### src/rtl/pipe_pkg.sv
// Shared pipeline-stage types: occupancy count and the default bubble payload.
package pipe_pkg;
  typedef logic [1:0] occ_t;
  localparam int unsigned PIPE_DATA_W = 96;
  localparam logic [PIPE_DATA_W-1:0] PIPE_NOP_DATA = '0;
endpackage

### src/rtl/pipe_skid_buf.sv
// Two-entry in-order word store for pipe_latch; head visible the cycle after a push.
// o_rdy is registered (occ<2 after the edge), so nothing combinational reaches it from i_pop.
module pipe_skid_buf
  import pipe_pkg::*;
#(
  parameter int DATA_W = PIPE_DATA_W,
  parameter logic [DATA_W-1:0] NOP_DATA = DATA_W'(PIPE_NOP_DATA)
) (
  input  logic              clk,
  input  logic              rst,
  input  logic              i_clr,
  input  logic              i_push,
  input  logic [DATA_W-1:0] i_dat,
  input  logic              i_pop,
  output logic [DATA_W-1:0] o_head,
  output occ_t              o_occ,
  output logic              o_rdy
);
  logic [DATA_W-1:0] r_ent0, r_ent1;
  occ_t              r_occ;
  logic              r_rdy;
  logic [DATA_W-1:0] w_ent0_nxt, w_ent1_nxt;
  occ_t              w_occ_nxt;

  always_comb begin
    w_ent0_nxt = r_ent0;
    w_ent1_nxt = r_ent1;
    w_occ_nxt  = r_occ;
    if (i_clr) begin
      w_ent0_nxt = NOP_DATA;
      w_ent1_nxt = NOP_DATA;
      w_occ_nxt  = 2'd0;
    end else begin
      case ({i_push, i_pop})
        2'b10: begin
          if (r_occ == 2'd0) begin
            w_ent0_nxt = i_dat;
            w_occ_nxt  = 2'd1;
          end else if (r_occ == 2'd1) begin
            w_ent1_nxt = i_dat;
            w_occ_nxt  = 2'd2;
          end
        end
        2'b01: begin
          if (r_occ != 2'd0) begin
            w_ent0_nxt = (r_occ == 2'd2) ? r_ent1 : NOP_DATA;
            w_ent1_nxt = NOP_DATA;
            w_occ_nxt  = r_occ - 2'd1;
          end
        end
        2'b11: begin
          // Pop and push together: the queue shifts and the new word lands behind whatever remains.
          if (r_occ == 2'd2) begin
            w_ent0_nxt = r_ent1;
            w_ent1_nxt = i_dat;
          end else begin
            w_ent0_nxt = i_dat;
            w_occ_nxt  = 2'd1;
          end
        end
        default: ;
      endcase
    end
  end

  always_ff @(posedge clk) begin
    if (!rst) begin
      r_ent0 <= NOP_DATA;
      r_ent1 <= NOP_DATA;
      r_occ  <= 2'd0;
      r_rdy  <= 1'b1;
    end else begin
      r_ent0 <= w_ent0_nxt;
      r_ent1 <= w_ent1_nxt;
      r_occ  <= w_occ_nxt;
      r_rdy  <= (w_occ_nxt != 2'd2);
    end
  end

  assign o_head = r_ent0;
  assign o_occ  = r_occ;
  assign o_rdy  = r_rdy;
endmodule

### src/rtl/pipe_latch.sv
// Valid/ready pipeline stage with hold (bubble) and flush; 1-cycle latency when empty.
// Build option PIPE_LATCH_SKID_EN: 2-entry skid with registered in_ready; else 1 entry, in_ready follows out_ready.
module pipe_latch
  import pipe_pkg::*;
#(
  parameter int DATA_W = PIPE_DATA_W,
  parameter logic [DATA_W-1:0] NOP_DATA = DATA_W'(PIPE_NOP_DATA)
) (
  input  logic              clk,
  input  logic              rst,
  input  logic              in_valid,
  output logic              in_ready,
  input  logic [DATA_W-1:0] in_data,
  input  logic              hold,
  input  logic              flush,
  output logic              out_valid,
  input  logic              out_ready,
  output logic [DATA_W-1:0] out_data,
  output logic              out_nop,
  output logic [1:0]        occ
);
  logic              w_in_fire;
  logic              w_out_fire;
  logic [DATA_W-1:0] w_head;
  occ_t              w_occ;

  // Nothing is presented during flush, so a downstream handshake never consumes a dropped word.
  assign out_valid  = rst && !flush && !hold && (w_occ != 2'd0);
  assign out_data   = out_valid ? w_head : NOP_DATA;
  assign out_nop    = !out_valid;
  assign occ        = w_occ;
  assign w_in_fire  = in_valid && in_ready && !flush;
  assign w_out_fire = out_valid && out_ready;

`ifdef PIPE_LATCH_SKID_EN
  logic w_buf_rdy;

  pipe_skid_buf #(
    .DATA_W   (DATA_W),
    .NOP_DATA (NOP_DATA)
  ) u_skid (
    .clk    (clk),
    .rst    (rst),
    .i_clr  (flush),
    .i_push (w_in_fire),
    .i_dat  (in_data),
    .i_pop  (w_out_fire),
    .o_head (w_head),
    .o_occ  (w_occ),
    .o_rdy  (w_buf_rdy)
  );

  assign in_ready = rst && !hold && w_buf_rdy;
`else
  logic              r_vld;
  logic [DATA_W-1:0] r_dat;

  always_ff @(posedge clk) begin
    if (!rst) begin
      r_vld <= 1'b0;
      r_dat <= NOP_DATA;
    end else if (flush) begin
      r_vld <= 1'b0;
      r_dat <= NOP_DATA;
    end else if (w_in_fire) begin
      r_vld <= 1'b1;
      r_dat <= in_data;
    end else if (w_out_fire) begin
      r_vld <= 1'b0;
      r_dat <= NOP_DATA;
    end
  end

  assign in_ready = rst && !hold && (!r_vld || out_ready);
  assign w_head   = r_dat;
  assign w_occ    = {1'b0, r_vld};
`endif
endmodule

### config.mk
export PLATFORM = sky130hd
export DESIGN_NAME = pipe_latch
export DESIGN_NICKNAME = d
export VERILOG_FILES = /design/src/rtl/pipe_pkg.sv /design/src/rtl/pipe_skid_buf.sv /design/src/rtl/pipe_latch.sv
export SDC_FILE = /design/constraint.sdc
export NUM_CORES = 1
export LEC_CHECK = 0
export CELL_PAD_IN_SITES_DETAIL_PLACEMENT = 2
export CELL_PAD_IN_SITES_GLOBAL_PLACEMENT = 2
export CORE_ASPECT_RATIO = 0.9
export CORE_MARGIN = 1
export CORE_UTILIZATION = 20
export CTS_BUF_LIST = sky130_fd_sc_hd__clkbuf_8
export DETAILED_ROUTE_END_ITERATION = 12
export PLACE_DENSITY_LB_ADDON = 0.1
export SLEW_MARGIN = 20
export SYNTH_ARGS = -nofsm -noshare
export SYNTH_HDL_FRONTEND = slang
export SYNTH_SLANG_ARGS = --single-unit
### constraint.sdc
create_clock -name clk -period 2.3 [get_ports clk]
set_input_delay 0.69 -clock clk [delete_from_list [all_inputs] [get_ports clk]]
set_output_delay 0.69 -clock clk [all_outputs]
set_load 0.02 [all_outputs]
==> reports/results.ini, run 1 <==
[power]
irDropWorstVdd_mv = 0.2622
power_density_nw_per_um2 = 480.0
p_leak_uw = 0.002862

[die]
die_area_um2 = 18870
initial_core_util = 0.2061
io_pins = 203
core_um2 = 17780
die_h_um = 130.4
die_x_um = 144.7
rows = 46

[final_layout]
multi_input_area_um2 = 1755
final_cell_mix = clkdlybuf4s50_1, dfxtp_1, a22o_1
final_common_cell = clkdlybuf4s50_1
final_area_um2 = 6755
fillers = 1840
ff_latch_area_um2 = 1942
syn_to_final_growth_pct = 84.33
fin_cells = 792
drive_gt1_frac = 0.4218
fin_nets = 647

[timing]
grt_setup_unrepaired = yes
hold_viol_final = 0
layout_setup_ws_ns = -0.2882
min_period_ns = 2.588
hold_ws_ns = 0.4815
setup_violations = 98
fmax_mhz = 386.4
finalClockSkew_ns = 0.01066
slew_violations = 0
min_period_over_period = 1.125

[worst_setup_path]
cp-startpoint = flush
crit_end = out_data[66]
r2r-start = r_vld
critPathKind = input port to output pin
critPathCaptureType = output pin
r2r_end = r_dat[91]
required_ns = 1.61
reg2reg_slack_ns = 0.69
cp_max_fo = 6
arrival_ns = 1.90
r2r_cells = 5
start_kind = input port

[routing]
vias = 3405
drt_iter0_markers = 82
first_pass_iters = 4
wl_per_cell_um = 17.86
wirelength_um = 14150
vias_per_cell = 4.299
route.detailed.drc = 0
postRouteAntennaNets = 0

[synth]
synth_cells = 335
syn_area_per_cell_um2 = 10.94
synth.largest_area_cell = dfxtp_1
yosysWarnings = 0
ys_ff_latch = 97
synth.area.top_cells = dfxtp_1, a22o_1, and2_1
post_synth_num_cell_types = 20
synth_nets = 437
ys_seq_area_frac = 0.5299
netlist.area_leader.share = 0.5299
syn_area_um2 = 3665

[cts]
cts_tree = built
path_clk_slew_ns = 0.10
insertion_delay_ns = 0.38
cts_buffer_depth = 2
cts_buffers = 9
clock_sinks = 97
htree_levels = 3
root_buffer = clkbuf_8

[flow_run]
max-cap-violations = 0

[global_route]
antenna_found_initial = 1
grt_max_degree = 64
grt-ovfl-total = 0
grt_pass1_wl_um = 21180
grt_pass1_vias = 3754
track_usage = 0.1499

[placed_design]
port_buffers = 201
dp_hpwl_um = 9373
place_area_um2 = 6093
dp.cells = 762
gp_congestion = 0.7007
dp_slack_ns = -1.112

[outcome]
outcome = complete, but fails checks
failed_checks = negative setup slack

[min_path]
hold_class = flop to flop

-- area by class of cell --
type                    instances  share of cell area
multi-input cells             203              0.2599
clock inverters                 6            0.009817
clock buffers                  10             0.02037
well taps                     240             0.04445
diodes                          2           0.0007409
inverters                       3            0.001667
repair buffers                231              0.3756
flip-flops and latches         97              0.2875
-- synth_stat cells --
| cell type | instances |
|---|---|
| nor3b_4 | 1 |
| nand2b_1 | 1 |
| buf_4 | 2 |
| inv_1 | 3 |
| clkbuf_2 | 3 |
| nor2b_1 | 1 |
| nor3b_1 | 1 |
| buf_2 | 14 |
| a21oi_1 | 1 |
| nand2b_4 | 1 |
| buf_6 | 1 |
| a22o_1 | 96 |
| nor3_4 | 1 |
| and2_1 | 96 |
| conb_1 | 1 |
| dfxtp_1 | 97 |
| clkbuf_1 | 12 |
| mux2_4 | 1 |
| o21ai_0 | 1 |
| a21oi_4 | 1 |
-- power breakdown --
part	internal (µW)	switching, µW
Combinational	209	107
Sequential	1720	21.2
Clock	535	653
Total	2460	781
-- layer usage --
layer  vias up  track usage  wire (µm)
met5         -            0          0
met1      1659       0.1834       6265
met4         0      0.04644        172
met2       131       0.2404       6425
met3        12      0.06050       1283
li1       1603            -          -
-- timing repair --
action / in CTS / in global routing
setup endpoints to repair: 99 / 98
pin swaps: 18 / 14
setup buffers: 8 / 2
gates resized for setup: 643 / 21
cloned: 5 / 1
hold buffers: 0 / 0
-- sequential cells by signal, summed over array words and instances (netlist names) --
register and flops:
r_vld 1, r_dat 96
-- per-stage QoR --
step                setup TNS (ns)    util  total power [µW]
CTS                         -19.67  0.3784              3310
floorplan                   -3.416       -              1860
global placement            -98.67  0.3426              2080
detailed placement         -102.86  0.3426              2088
finish                      -19.63  0.3798              3242
global route                -26.78  0.3797              3393
-- kinds of logic after synthesis --
kind of cell,count (synthesis),share of synthesized area
AND/OR/NAND/NOR,102,0.1827
AO/OA/AOI/OAI,99,0.2366
flip-flops,97,0.5299
buffers and inverters,35,0.04575
multiplexers,1,0.004096
other,1,0.001023
-- worst max-delay path, cell delays in order --
cell       delay, ns
buf_6           0.09
nand2b_4        0.14
nor3b_4         0.19
buf_6           0.13
buf_12          0.12
buf_12          0.13
clkbuf_16       0.14
and2_1          0.13
buf_6           0.11
-- worst min path at each step --
stage	end	start	depth (start not counted)	slack (ns)
2_1_floorplan	r_dat[37]	r_dat[37]	1	0.44
3_3_place_gp	r_dat[87]	r_dat[87]	1	0.45
3_5_place_dp	r_dat[60]	r_dat[60]	1	0.46
4_1_cts	r_dat[38]	r_dat[38]	1	0.49
5_1_grt	r_dat[92]	r_dat[92]	1	0.51
6_report	r_dat[23]	r_dat[23]	1	0.48
(Power assumes the default switching activity.)
==> run 2: changes to the inputs <==
--- a/config.mk
+++ b/config.mk
@@ -13,6 +13,7 @@
 export CTS_BUF_LIST = sky130_fd_sc_hd__clkbuf_8
 export DETAILED_ROUTE_END_ITERATION = 12
 export PLACE_DENSITY_LB_ADDON = 0.1
+export SKIP_LAST_GASP = 1
 export SLEW_MARGIN = 20
 export SYNTH_ARGS = -nofsm -noshare
 export SYNTH_HDL_FRONTEND = slang
==> reports/results.ini, run 2 (synthesis results as in run 1) <==
[timing]
min_period_over_period = 1.120  ; was 1.125
setup_tns_ns = -19.59  ; was -19.63 ns
slew_violations = 0  ; unchanged
min_period_ns = 2.575  ; was 2.588 ns
layout_setup_ws_ns = -0.2749  ; was -0.2882 ns
grt_setup_unrepaired = yes  ; unchanged
fmax_mhz = 388.4  ; was 386.4 MHz
finalClockSkew_ns = 0.01132  ; was 0.01066 ns
hold_viol_final = 0  ; unchanged
setup_violations = 98  ; unchanged

[global_route]
grt_max_degree = 64  ; unchanged
grt_pass1_vias = 3719  ; was 3754
grt_pass1_wl_um = 20980  ; was 21180 µm
grt-ovfl-total = 0  ; unchanged
antenna_found_initial = 1  ; unchanged
track_usage = 0.1486  ; was 0.1499

[placed_design]
gp_congestion = 0.7007  ; unchanged
port_buffers = 201  ; unchanged
dp_hpwl_um = 9373  ; unchanged
place_area_um2 = 6093  ; unchanged
dp_slack_ns = -1.112  ; unchanged

[worst_setup_path]
critPathCaptureType = output pin  ; unchanged
r2r-start = r_vld  ; unchanged
critPathKind = input port to output pin  ; unchanged
r2r_end = r_dat[91]  ; unchanged
arrival_ns = 1.88  ; was 1.90 ns
cp-startpoint = flush  ; unchanged
start_kind = input port  ; unchanged
r2r_cells = 5  ; unchanged
crit_end = out_data[49]  ; was out_data[66]
required_ns = 1.61  ; about the same
reg2reg_slack_ns = 0.68  ; was 0.69 ns
cp_max_fo = 6  ; unchanged

[routing]
drt_iter0_markers = 80  ; was 82
vias_per_cell = 4.309  ; was 4.299
vias = 3421  ; was 3405
wl_per_cell_um = 17.98  ; was 17.86 µm
route.detailed.drc = 0  ; unchanged
first_pass_iters = 4  ; unchanged
postRouteAntennaNets = 0  ; unchanged
wirelength_um = 14270  ; was 14150 µm

[die]
io_pins = 203  ; unchanged
core_um2 = 17780  ; unchanged
initial_core_util = 0.2061  ; unchanged
die_h_um = 130.4  ; unchanged
die_x_um = 144.7  ; unchanged
die_area_um2 = 18870  ; unchanged
rows = 46  ; unchanged

[final_layout]
ff_latch_area_um2 = 1942  ; unchanged
reg.largest.list = r_dat (96), r_vld (1)  ; unchanged
final_common_cell = clkdlybuf4s50_1  ; unchanged
regMostFlops = r_dat  ; unchanged
multi_input_area_um2 = 1755  ; unchanged
fin_nets = 649  ; was 647
drive_gt1_frac = 0.4239  ; was 0.4218
syn_to_final_growth_pct = 84.02  ; was 84.33%
fillers = 1837  ; was 1840
largest_reg_flops = 96  ; unchanged
final_area_um2 = 6744  ; was 6755 µm²
final_cell_mix = clkdlybuf4s50_1, dfxtp_1, a22o_1  ; unchanged
final_util = 0.3792  ; was 0.3798

[outcome]
failed_checks = negative setup slack  ; unchanged
outcome = complete, but fails checks  ; unchanged

[cts]
clock_sinks = 97  ; unchanged
cts_buffers = 9  ; unchanged
cts_buffer_depth = 2  ; unchanged
insertion_delay_ns = 0.38  ; about the same
path_clk_slew_ns = 0.09  ; was 0.10 ns
cts.hold.buffers_added = 0  ; unchanged
htree_levels = 3  ; unchanged
cts_tree = built  ; unchanged
root_buffer = clkbuf_8  ; unchanged

[flow_run]
max-cap-violations = 0  ; unchanged

[min_path]
hold_class = flop to flop  ; unchanged

[power]
p_leak_uw = 0.002870  ; was 0.002862 µW
power_density_nw_per_um2 = 479.6  ; was 480.0 nW/µm²
irDropWorstVdd_mv = 0.2519  ; was 0.2622 mV

run 2: cell types whose count changed in the layout (fill, tap and decap cells not counted), sizes merged:
cell    delta
buf        +1
clkbuf     +1
run 2: layout make-up:
cell class / instances / area share
Clock buffer: 10 / 0.02041
Timing Repair Buffer: 233 / 0.3746
Antenna cell: 2 / 0.0007421
Multi-Input combinational cell: 203 / 0.2603
Tap cell: 240 / 0.04453
Clock inverter: 6 / 0.009833
Inverter: 3 / 0.001670
Sequential cell: 97 / 0.2879
run 2: per-layer routing:
metal	vias to the layer above	wire length, µm	track usage
met5	-	0	0
met1	1671	6251	0.1814
met4	0	171	0.04644
met2	126	6563	0.2387
li1	1612	-	-
met3	12	1286	0.06013
run 2: per-stage QoR:
stage	cells	hold WS, ns	total power, µW
2_1_floorplan	335	0.4405	1860
3_3_place_gp	762	0.4522	2080
3_5_place_dp	762	0.4569	2088
4_1_cts	790	0.4877	3310
5_1_grt	793	0.5103	3392
6_report	794	0.4827	3234
run 2: timing repair:
action	CTS	global route
cloned	5	2
endpoints found under the setup margin	99	98
pin swaps	18	24
gates resized for setup	598	51
buffers inserted	8	3
run 2: report_power, final:
part           switching [µW]  internal (µW)
Clock                     643            535
Combinational             108            210
Sequential               21.4           1720
Total                     772           2460
run 2: how the worst min path moves through the flow:
| stage | from | end | slack (ns) | cells past startpoint |
|---|---|---|---|---|
| global placement | r_dat[87] | r_dat[87] | 0.45 | 1 |
| floorplan | r_dat[37] | r_dat[37] | 0.44 | 1 |
| finish | r_dat[23] | r_dat[23] | 0.48 | 1 |
| detailed placement | r_dat[60] | r_dat[60] | 0.46 | 1 |
| CTS | r_dat[38] | r_dat[38] | 0.49 | 1 |
| global route | r_dat[92] | r_dat[92] | 0.51 | 1 |
run 2: worst max-delay path: stages:
cell,delay [ns]
buf_6,0.09
nand2b_4,0.14
nor3b_4,0.18
buf_6,0.13
buf_12,0.12
buf_12,0.13
clkbuf_16,0.14
and2_4,0.14
buf_6,0.11
==> run 3: changes to the inputs <==
--- a/config.mk
+++ b/config.mk
@@ -12,7 +12,7 @@
 export CORE_UTILIZATION = 20
 export CTS_BUF_LIST = sky130_fd_sc_hd__clkbuf_8
 export DETAILED_ROUTE_END_ITERATION = 12
-export PLACE_DENSITY_LB_ADDON = 0.1
+export PLACE_DENSITY = 0.79
 export SKIP_LAST_GASP = 1
 export SLEW_MARGIN = 20
 export SYNTH_ARGS = -nofsm -noshare
==> reports/results.ini, run 3 (synthesis results as in run 1) <==
[outcome]
outcome = complete, but fails checks  ; unchanged
failed_checks = negative setup slack  ; unchanged

[min_path]
hold_class = flop to flop  ; unchanged

[die]
initial_core_util = 0.2061  ; unchanged
die_area_um2 = 18870  ; unchanged
rows = 46  ; unchanged
die_x_um = 144.7  ; unchanged
die_h_um = 130.4  ; unchanged
core_um2 = 17780  ; unchanged
io_pins = 203  ; unchanged

[cts]
cts_buffers = 9  ; unchanged
path_clk_slew_ns = 0.09  ; about the same
htree_levels = 3  ; unchanged
cts_buffer_depth = 2  ; unchanged
cts_tree = built  ; unchanged
insertion_delay_ns = 0.37  ; was 0.38 ns
root_buffer = clkbuf_8  ; unchanged
clock_sinks = 97  ; unchanged
cts.hold.buffers_added = 0  ; unchanged

[final_layout]
drive_gt1_frac = 0.4818  ; was 0.4239
reg.largest.list = r_dat (96), r_vld (1)  ; unchanged
final_area_um2 = 7323  ; was 6744 µm²
final_common_cell = buf_6  ; was clkdlybuf4s50_1
final_util = 0.4118  ; was 0.3792
fin_nets = 676  ; was 649
largest_reg_flops = 96  ; unchanged
regMostFlops = r_dat  ; unchanged
diodes = 0  ; was 2
final_cell_mix = buf_6, clkdlybuf4s50_1, dfxtp_1  ; was clkdlybuf4s50_1, dfxtp_1, a22o_1
syn_to_final_growth_pct = 99.83  ; was 84.02%

[timing]
fmax_mhz = 362.0  ; was 388.4 MHz
slew_violations = 0  ; unchanged
hold_viol_final = 0  ; unchanged
setup_violations = 98  ; unchanged
min_period_over_period = 1.201  ; was 1.120
grt_setup_unrepaired = yes  ; unchanged
min_period_ns = 2.763  ; was 2.575 ns
layout_setup_ws_ns = -0.4625  ; was -0.2749 ns
finalClockSkew_ns = 0.01333  ; was 0.01132 ns

[placed_design]
gp_congestion = 0.7332  ; was 0.7007
port_buffers = 201  ; unchanged
dp_slack_ns = -1.108  ; was -1.112 ns
dp_hpwl_um = 9890  ; was 9373 µm
place_area_um2 = 6086  ; was 6093 µm²

[global_route]
grt_max_degree = 54  ; was 64
grt_pass1_vias = 3976  ; was 3719
grt-ovfl-total = 0  ; unchanged
grt_pass1_wl_um = 24930  ; was 20980 µm
track_usage = 0.1817  ; was 0.1486
antenna_found_initial = 0  ; was 1

[routing]
route.detailed.drc = 0  ; unchanged
wirelength_um = 17020  ; was 14270 µm
drt_iter0_markers = 83  ; was 80
vias_per_cell = 4.410  ; was 4.309
first_pass_iters = 6  ; was 4
wl_per_cell_um = 20.83  ; was 17.98 µm
vias = 3603  ; was 3421
postRouteAntennaNets = 0  ; unchanged

[worst_setup_path]
start_kind = input port  ; unchanged
critPathKind = input port to output pin  ; unchanged
required_ns = 1.61  ; about the same
cpPeakStageDelay_ns = 0.22  ; was 0.18 ns
cp_max_fo = 5  ; was 6
crit_slowest_cell = nor3b_4  ; unchanged
critPathCaptureType = output pin  ; unchanged
reg2reg_slack_ns = 0.66  ; was 0.68 ns
arrival_ns = 2.07  ; was 1.88 ns
worstPathCellList = buf_6 -> nand2b_4 -> nor3b_4 -> buf_6 -> buf_8 -> buf_12 -> buf_12 -> buf_12 -> buf_16 -> and2_4 -> buf_6  ; was buf_6 -> nand2b_4 -> nor3b_4 -> buf_6 -> buf_12 -> buf_12 -> clkbuf_16 -> and2_4 -> buf_6

[power]
p_leak_uw = 0.003115  ; was 0.002870 µW
irDropWorstVdd_mv = 0.2614  ; was 0.2519 mV
power_density_nw_per_um2 = 450.9  ; was 479.6 nW/µm²

[flow_run]
max-cap-violations = 0  ; unchanged

==> run 3: routing by layer <==
metal | GRT usage | wire [µm]
met1 | 0.2187 | 7109
met2 | 0.3221 | 8666
met3 | 0.04446 | 964
met4 | 0.04830 | 278
met5 | 0 | 0
==> run 3: report_power, final <==
| group | leakage (µW) | internal [µW] | switching (µW) |
|---|---|---|---|
| Clock | 0.000102 | 603 | 617 |
| Combinational | 0.00223 | 223 | 117 |
| Sequential | 0.000786 | 1720 | 24.6 |
==> run 3: per-stage QoR <==
step                cells  power, µW  hold slack [ns]  TNS, ns
floorplan             335       1860           0.4405   -3.416
global placement      761       2076           0.4524   -97.46
detailed placement    761       2091           0.4598  -103.13
CTS                   819       3358           0.4945   -30.53
global route          817       3448           0.5108   -34.28
finish                817       3302           0.4869   -31.31
==> run 3: what timing repair did <==
action / CTS / global route
gates resized for setup: 707 / 15
endpoints found under the setup margin: 99 / 98
cloned: 14 / 0
setup buffers: 30 / 6
pin swaps: 55 / 3
==> run 3: cell type report <==
type | instances | area, µm²
fill | 1795 | 10460
timing repair buffer | 260 | 3062
sequential | 97 | 1942
multi-input combinational | 203 | 1800
tap | 240 | 300.3
clock buffer | 9 | 123.9
clock inverter | 5 | 81.33
inverter | 3 | 13.76
==> run 3: critical path: cells and delay by family <==
family | cells | cell delay (ns)
buffers and inverters | 8 | 0.87
and+or+nand+nor | 3 | 0.50
==> run 3: worst paths after layout <==
check,start,to,cells after the start
worst max-delay path,flush,out_data[1],11
worst max register to register,r_vld,r_dat[86],5
worst min register to register,r_dat[84],r_dat[84],1
worst min-delay path,r_dat[84],r_dat[84],1
